--- src/rtl/flappy_pkg.sv ---
// rtl/flappy_pkg.sv - shared state enum, coordinate widths and screen geometry
package flappy_pkg;

  localparam int X_W       = 12;
  localparam int Y_W       = 10;
  localparam int SCREEN_W  = 640;
  localparam int PIPE_W    = 52;
  localparam int BIRD_X    = 160;
  localparam int NUM_PIPES = 3;
  localparam int SCORE_MAX = 999;

  typedef enum logic [1:0] {
    IDLE,
    LOAD,
    RUN,
    OVER
  } state_t;

  // Starting left edge of pipe k, just off the right side of the screen.
  function automatic logic signed [X_W-1:0] home_x(input int k, input int spacing);
    return X_W'(SCREEN_W + k * spacing);
  endfunction

endpackage

--- src/rtl/pipe_gap_map.sv ---
// rtl/pipe_gap_map.sv - maps a 10-bit random value onto a pipe gap top-edge Y
module pipe_gap_map
  import flappy_pkg::*;
#(
  parameter int Y_MIN   = 40,
  parameter int Y_RANGE = 280
) (
  input  logic [9:0]     num,
  output logic [Y_W-1:0] gap_y
);

  logic [19:0] prod;

  // num/1024 scaled into the gap span, so the result never exceeds Y_MIN+Y_RANGE-1.
  assign prod  = 20'(num) * 20'(Y_RANGE);
  assign gap_y = Y_W'(Y_MIN) + prod[19:10];

endmodule

--- src/rtl/pipe_spawner.sv ---
// rtl/pipe_spawner.sv - scrolls, recycles and scores three pipe obstacles
module pipe_spawner
  import flappy_pkg::*;
#(
  parameter int PIPE_SPACING = 240,
  parameter int Y_MIN        = 40,
  parameter int Y_RANGE      = 280,
  parameter int SPEED        = 2
) (
  input  logic                  clk,
  input  logic                  rst,
  input  logic                  frame_tick,
  input  logic                  start,
  input  logic                  crash,
  input  logic [9:0]            num,
  output logic signed [X_W-1:0] pipe0_x,
  output logic signed [X_W-1:0] pipe1_x,
  output logic signed [X_W-1:0] pipe2_x,
  output logic [Y_W-1:0]        pipe0_y,
  output logic [Y_W-1:0]        pipe1_y,
  output logic [Y_W-1:0]        pipe2_y,
  output logic                  running,
  output logic                  score_pulse,
  output logic [9:0]            score
);

  localparam logic signed [X_W-1:0] SPEED_X = X_W'(SPEED);
  localparam logic signed [X_W-1:0] WRAP_X  = X_W'(NUM_PIPES * PIPE_SPACING);
  localparam logic signed [X_W-1:0] LIMIT_X = X_W'(-PIPE_W);
  localparam logic signed [X_W-1:0] WIDTH_X = X_W'(PIPE_W);
  localparam logic signed [X_W-1:0] BIRD_XS = X_W'(BIRD_X);
  localparam logic [Y_W-1:0]        Y_MID   = Y_W'(Y_MIN + Y_RANGE / 2);
  localparam logic [9:0]            S_MAX   = 10'(SCORE_MAX);

  state_t                state;
  logic [1:0]            load_cnt;
  logic signed [X_W-1:0] px [NUM_PIPES];
  logic [Y_W-1:0]        py [NUM_PIPES];
  logic signed [X_W-1:0] nx [NUM_PIPES];
  logic                  wrap [NUM_PIPES];
  logic                  any_pass;
  logic [Y_W-1:0]        gap;

  pipe_gap_map #(
    .Y_MIN  (Y_MIN),
    .Y_RANGE(Y_RANGE)
  ) u_gap_map (
    .num  (num),
    .gap_y(gap)
  );

  // Recycle and scoring decisions both use the un-wrapped moved position.
  always_comb begin
    any_pass = 1'b0;
    for (int i = 0; i < NUM_PIPES; i++) begin
      nx[i]   = px[i] - SPEED_X;
      wrap[i] = (nx[i] <= LIMIT_X);
      if ((px[i] + WIDTH_X > BIRD_XS) && (nx[i] + WIDTH_X <= BIRD_XS))
        any_pass = 1'b1;
    end
  end

  always_ff @(posedge clk or posedge rst) begin
    if (rst) begin
      state       <= IDLE;
      load_cnt    <= 2'd0;
      running     <= 1'b0;
      score_pulse <= 1'b0;
      score       <= 10'd0;
      for (int i = 0; i < NUM_PIPES; i++) begin
        px[i] <= home_x(i, PIPE_SPACING);
        py[i] <= Y_MID;
      end
    end else begin
      score_pulse <= 1'b0;
      case (state)
        IDLE, OVER: begin
          if (start) begin
            state    <= LOAD;
            load_cnt <= 2'd0;
            score    <= 10'd0;
          end
        end
        LOAD: begin
          for (int i = 0; i < NUM_PIPES; i++) begin
            if (load_cnt == 2'(i)) begin
              px[i] <= home_x(i, PIPE_SPACING);
              py[i] <= gap;
            end
          end
          if (load_cnt == 2'(NUM_PIPES - 1)) begin
            state    <= RUN;
            running  <= 1'b1;
            load_cnt <= 2'd0;
          end else begin
            load_cnt <= load_cnt + 2'd1;
          end
        end
        RUN: begin
          if (crash) begin
            state   <= OVER;
            running <= 1'b0;
          end else if (frame_tick) begin
            for (int i = 0; i < NUM_PIPES; i++) begin
              if (wrap[i]) begin
                px[i] <= nx[i] + WRAP_X;
                py[i] <= gap;
              end else begin
                px[i] <= nx[i];
              end
            end
            if (any_pass) begin
              score_pulse <= 1'b1;
              if (score < S_MAX)
                score <= score + 10'd1;
            end
          end
        end
        default: state <= IDLE;
      endcase
    end
  end

  assign pipe0_x = px[0];
  assign pipe1_x = px[1];
  assign pipe2_x = px[2];
  assign pipe0_y = py[0];
  assign pipe1_y = py[1];
  assign pipe2_y = py[2];

endmodule

--- config.mk ---
export PLATFORM = sky130hd
export DESIGN_NAME = pipe_spawner
export DESIGN_NICKNAME = d
export VERILOG_FILES = /design/src/rtl/flappy_pkg.sv /design/src/rtl/pipe_gap_map.sv /design/src/rtl/pipe_spawner.sv
export SDC_FILE = /design/constraint.sdc
export NUM_CORES = 1
export LEC_CHECK = 0
export CAP_MARGIN = 20
export CORE_MARGIN = 4
export CORE_UTILIZATION = 40
export DETAILED_ROUTE_END_ITERATION = 12
export PLACE_DENSITY = 0.67
export SLEW_MARGIN = 20
export SYNTH_ARGS = -nofsm -noshare
export SYNTH_HDL_FRONTEND = slang
export SYNTH_SLANG_ARGS = --single-unit
--- constraint.sdc ---
create_clock -name clk -period 4.7 [get_ports clk]
set_input_delay 0.47 -clock clk [delete_from_list [all_inputs] [get_ports clk]]
set_output_delay 0.47 -clock clk [all_outputs]
set_load 0.02 [all_outputs]
==> flow_metrics.tcl <==
set metrics [dict create \
    status "finished clean" \
    rr_worst_depth 15 \
    synth_edf_count 0 \
    ant_nets 0 \
    end_kind "flip-flop" \
    crit_fanout 3 \
    antenna_found_initial 1 \
    synth_cells 828 \
    ys_seq_area_share_pct 29.2 \
    cp-startpoint "num[6]" \
    synth_top_cell_by_area "dfrtp_1" \
    grt_max_degree 41 \
    critPathLaunchType "input pin" \
    ys_ff_latch 79 \
    pre_cts_ws_ns -0.0111 \
    io_pins 93 \
    cts_max_level 3 \
    clock.fmax_mhz 229 \
    postCtsSetupBuffers 0 \
    ff_latch_area_sq_um 2000 \
    design_area_sq_um 8220 \
    synthArstFlopShare_pct 100 \
    hold_viol 0 \
    die_w_um 139 \
    drc_errors 0 \
    finalCriticalPeriod_ns 4.37 \
    skew_ns 0.00594 \
    routabilityCongestion 0.854 \
    drv_slew 0 \
    nFillCells 1635 \
    port_buffers 89 \
    die_y_um 139 \
    cts_tree "yes" \
    power_leakage_nw 3.41 \
    fin_crit_sh_pct 93.0 \
    fin_ws_ns 0.330 \
    grt_pass1_vias 5697 \
    place_area_sq_um 7910 \
    worstSetupEndpoint "pipe2_y[7]" \
    dr.first_iter.drc_count 342 \
    tightest_slew_ns 0.773 \
    routedWlPerCell_um 15.4 \
    r2r_start "pipe1_x[3]" \
    drtPass1Iterations 5 \
    slew_headroom_pct 47.1 \
    hold_buffers 0 \
    fin_cells 1125 \
    ys_top_cells_by_count "nand2_1, o21ai_0, inv_1, dfrtp_1, ha_1" \
    multi_input_area_sq_um 4420 \
    diodes 0 \
    cp_data_arrival_time_ns 4.63 \
    syn-cell-area_sq_um 6860 \
    cap_violations 0 \
    rsz0062_at_grt "no" \
    criticalPathCategory "in2reg" \
    rrSetupSlack_ns 0.64 \
    avgViaCountPerCell 5.45 \
    cts_resized 0 \
    die-area_sq_um 19300 \
    cts.sinks 79 \
    hp-class "reg2reg" \
    gr-usage-all-layers_pct 17.8 \
    ys_types 87 \
    area_growth_pct 19.9 \
    grt_overflow 0 \
    path_clk_slew_ns 0.07 \
    yosysMostFrequentCell "nand2_1" \
    cp.required_ns 4.96 \
    num_vias 6131 \
    power_mw 4.81 \
    reg2reg_to "score[3]" \
    clkLatencyLatePin_ns 0.35 \
    start_util_pct 41.0 \
    setup-violations-final 0 \
    numCtsBuffers 9 \
    max-vdd-ir-drop_mv 0.271 \
    synth_warnings 0 \
    fin_nets 976 \
    core_area_sq_um 16700 \
    power_density_nw_per_um2 585 \
    syn_area_per_cell_sq_um 8.28 \
    dp.cells 1109 \
    synthTopCellsByArea "dfrtp_1, ha_1, dfstp_2" \
    cts_root_buf "clkbuf_16" \
    rows 47 \
    ys.flop_type "dfrtp_1" \
    wirelength_mm 17.3 \
    grt_pass1_wl_mm 28.7 \
    drive_gt1_share_pct 9.17 \
    synth.top_cell.area_share_pct 20.8 \
    clock_path_buffers 2 \
    hold_slack_ns 0.458 \
    dpl.hpwl_mm 13.0 \
]
## worst max-delay path, cell delays in order
cell and delay, ns:
clkdlybuf4s50_1 0.46, ha_1 0.32, ha_1 0.28, inv_1 0.05, fa_1 0.53, inv_1 0.04, ha_1 0.32, or2_2 0.28
a21oi_1 0.20, o31ai_1 0.12, a21oi_1 0.20, xnor2_1 0.14, ha_1 0.21, o31ai_1 0.09, a221o_1 0.38, a22o_1 0.19
xor2_1 0.16, o21ai_0 0.19
## layout by cell type (no fill, tap or decap), types with 8 or more instances in the layout
| master | instances |
|---|---|
| nand2_1 | 106 |
| clkdlybuf4s50_1 | 89 |
| o21ai_0 | 70 |
| inv_1 | 68 |
| dfrtp_1 | 57 |
| ha_1 | 56 |
| nor2_1 | 47 |
| xnor2_1 | 40 |
| a21oi_1 | 33 |
| nand3_1 | 24 |
| nor3_1 | 23 |
| dfstp_2 | 22 |
| xor2_1 | 21 |
| o31ai_1 | 12 |
| and2_1 | 9 |
| clkbuf_16 | 9 |
| buf_4 | 9 |
| nor4_1 | 8 |
| o211ai_1 | 8 |
| a211oi_1 | 8 |
| o21ai_1 | 8 |
## report_power, final
| part | switching (mW) | internal, mW |
|---|---|---|
| clock | 0.316 | 0.417 |
| sequential | 0.225 | 0.927 |
| combinational | 1.78 | 1.14 |
| total | 2.32 | 2.49 |
## stage by stage
stage | setup TNS, ns | util (%)
3_5_place_dp | -0.0111 | 47.4
6_report | 0 | 49.2
2_1_floorplan | 0 | -
5_1_grt | 0 | 49.2
4_1_cts | 0 | 49.2
3_3_place_gp | 0 | 47.4
## sequential cells by signal, indices dropped and copies added (netlist names)
register     flops
load_cnt         2
pipe2_x         11
pipe0_y         10
pipe0_x         11
score_pulse      1
pipe2_y         10
pipe1_x         11
state            2
score           10
running          1
pipe1_y         10
## routing by layer
layer,vias up,global-route usage (%),part of all wire [%]
met5,-,0,0.046
met1,2897,24.2,47
met3,27,4.55,5.8
li1,3073,-,-
met2,132,27.4,45
met4,2,6.28,2.0
## cells by family (layout without fill, tap and decap cells)
group,count (synthesis),in the layout,share of synthesized area (%)
simple gates,284,284,20.6
mux,12,12,1.86
flops,79,79,29.2
other cells,1,3,0.0547
fa+ha+maj,61,61,11.7
buf+inv,108,183,6.46
xor+xnor,63,63,8.36
compound gates,220,220,21.7
## final cells by class
type	count	share of cell area, %
clock buffer	9	2.74
timing repair buffer	98	11.7
sequential	79	24.4
multi-input combinational	643	53.7
tap	220	3.35
inverter	69	3.17
clock inverter	7	0.959
## how the worst min path moves through the flow
stage                from  cells after the start          to
2_1_floorplan  pipe0_y[2]                      2  pipe0_y[2]
3_3_place_gp   pipe1_y[2]                      2  pipe1_y[2]
3_5_place_dp   pipe0_y[4]                      2  pipe0_y[4]
4_1_cts        pipe0_y[4]                      2  pipe0_y[4]
5_1_grt        pipe0_y[4]                      2  pipe0_y[4]
6_report       pipe1_y[4]                      2  pipe1_y[4]
Note: power is estimated with default switching activity, not from simulation.
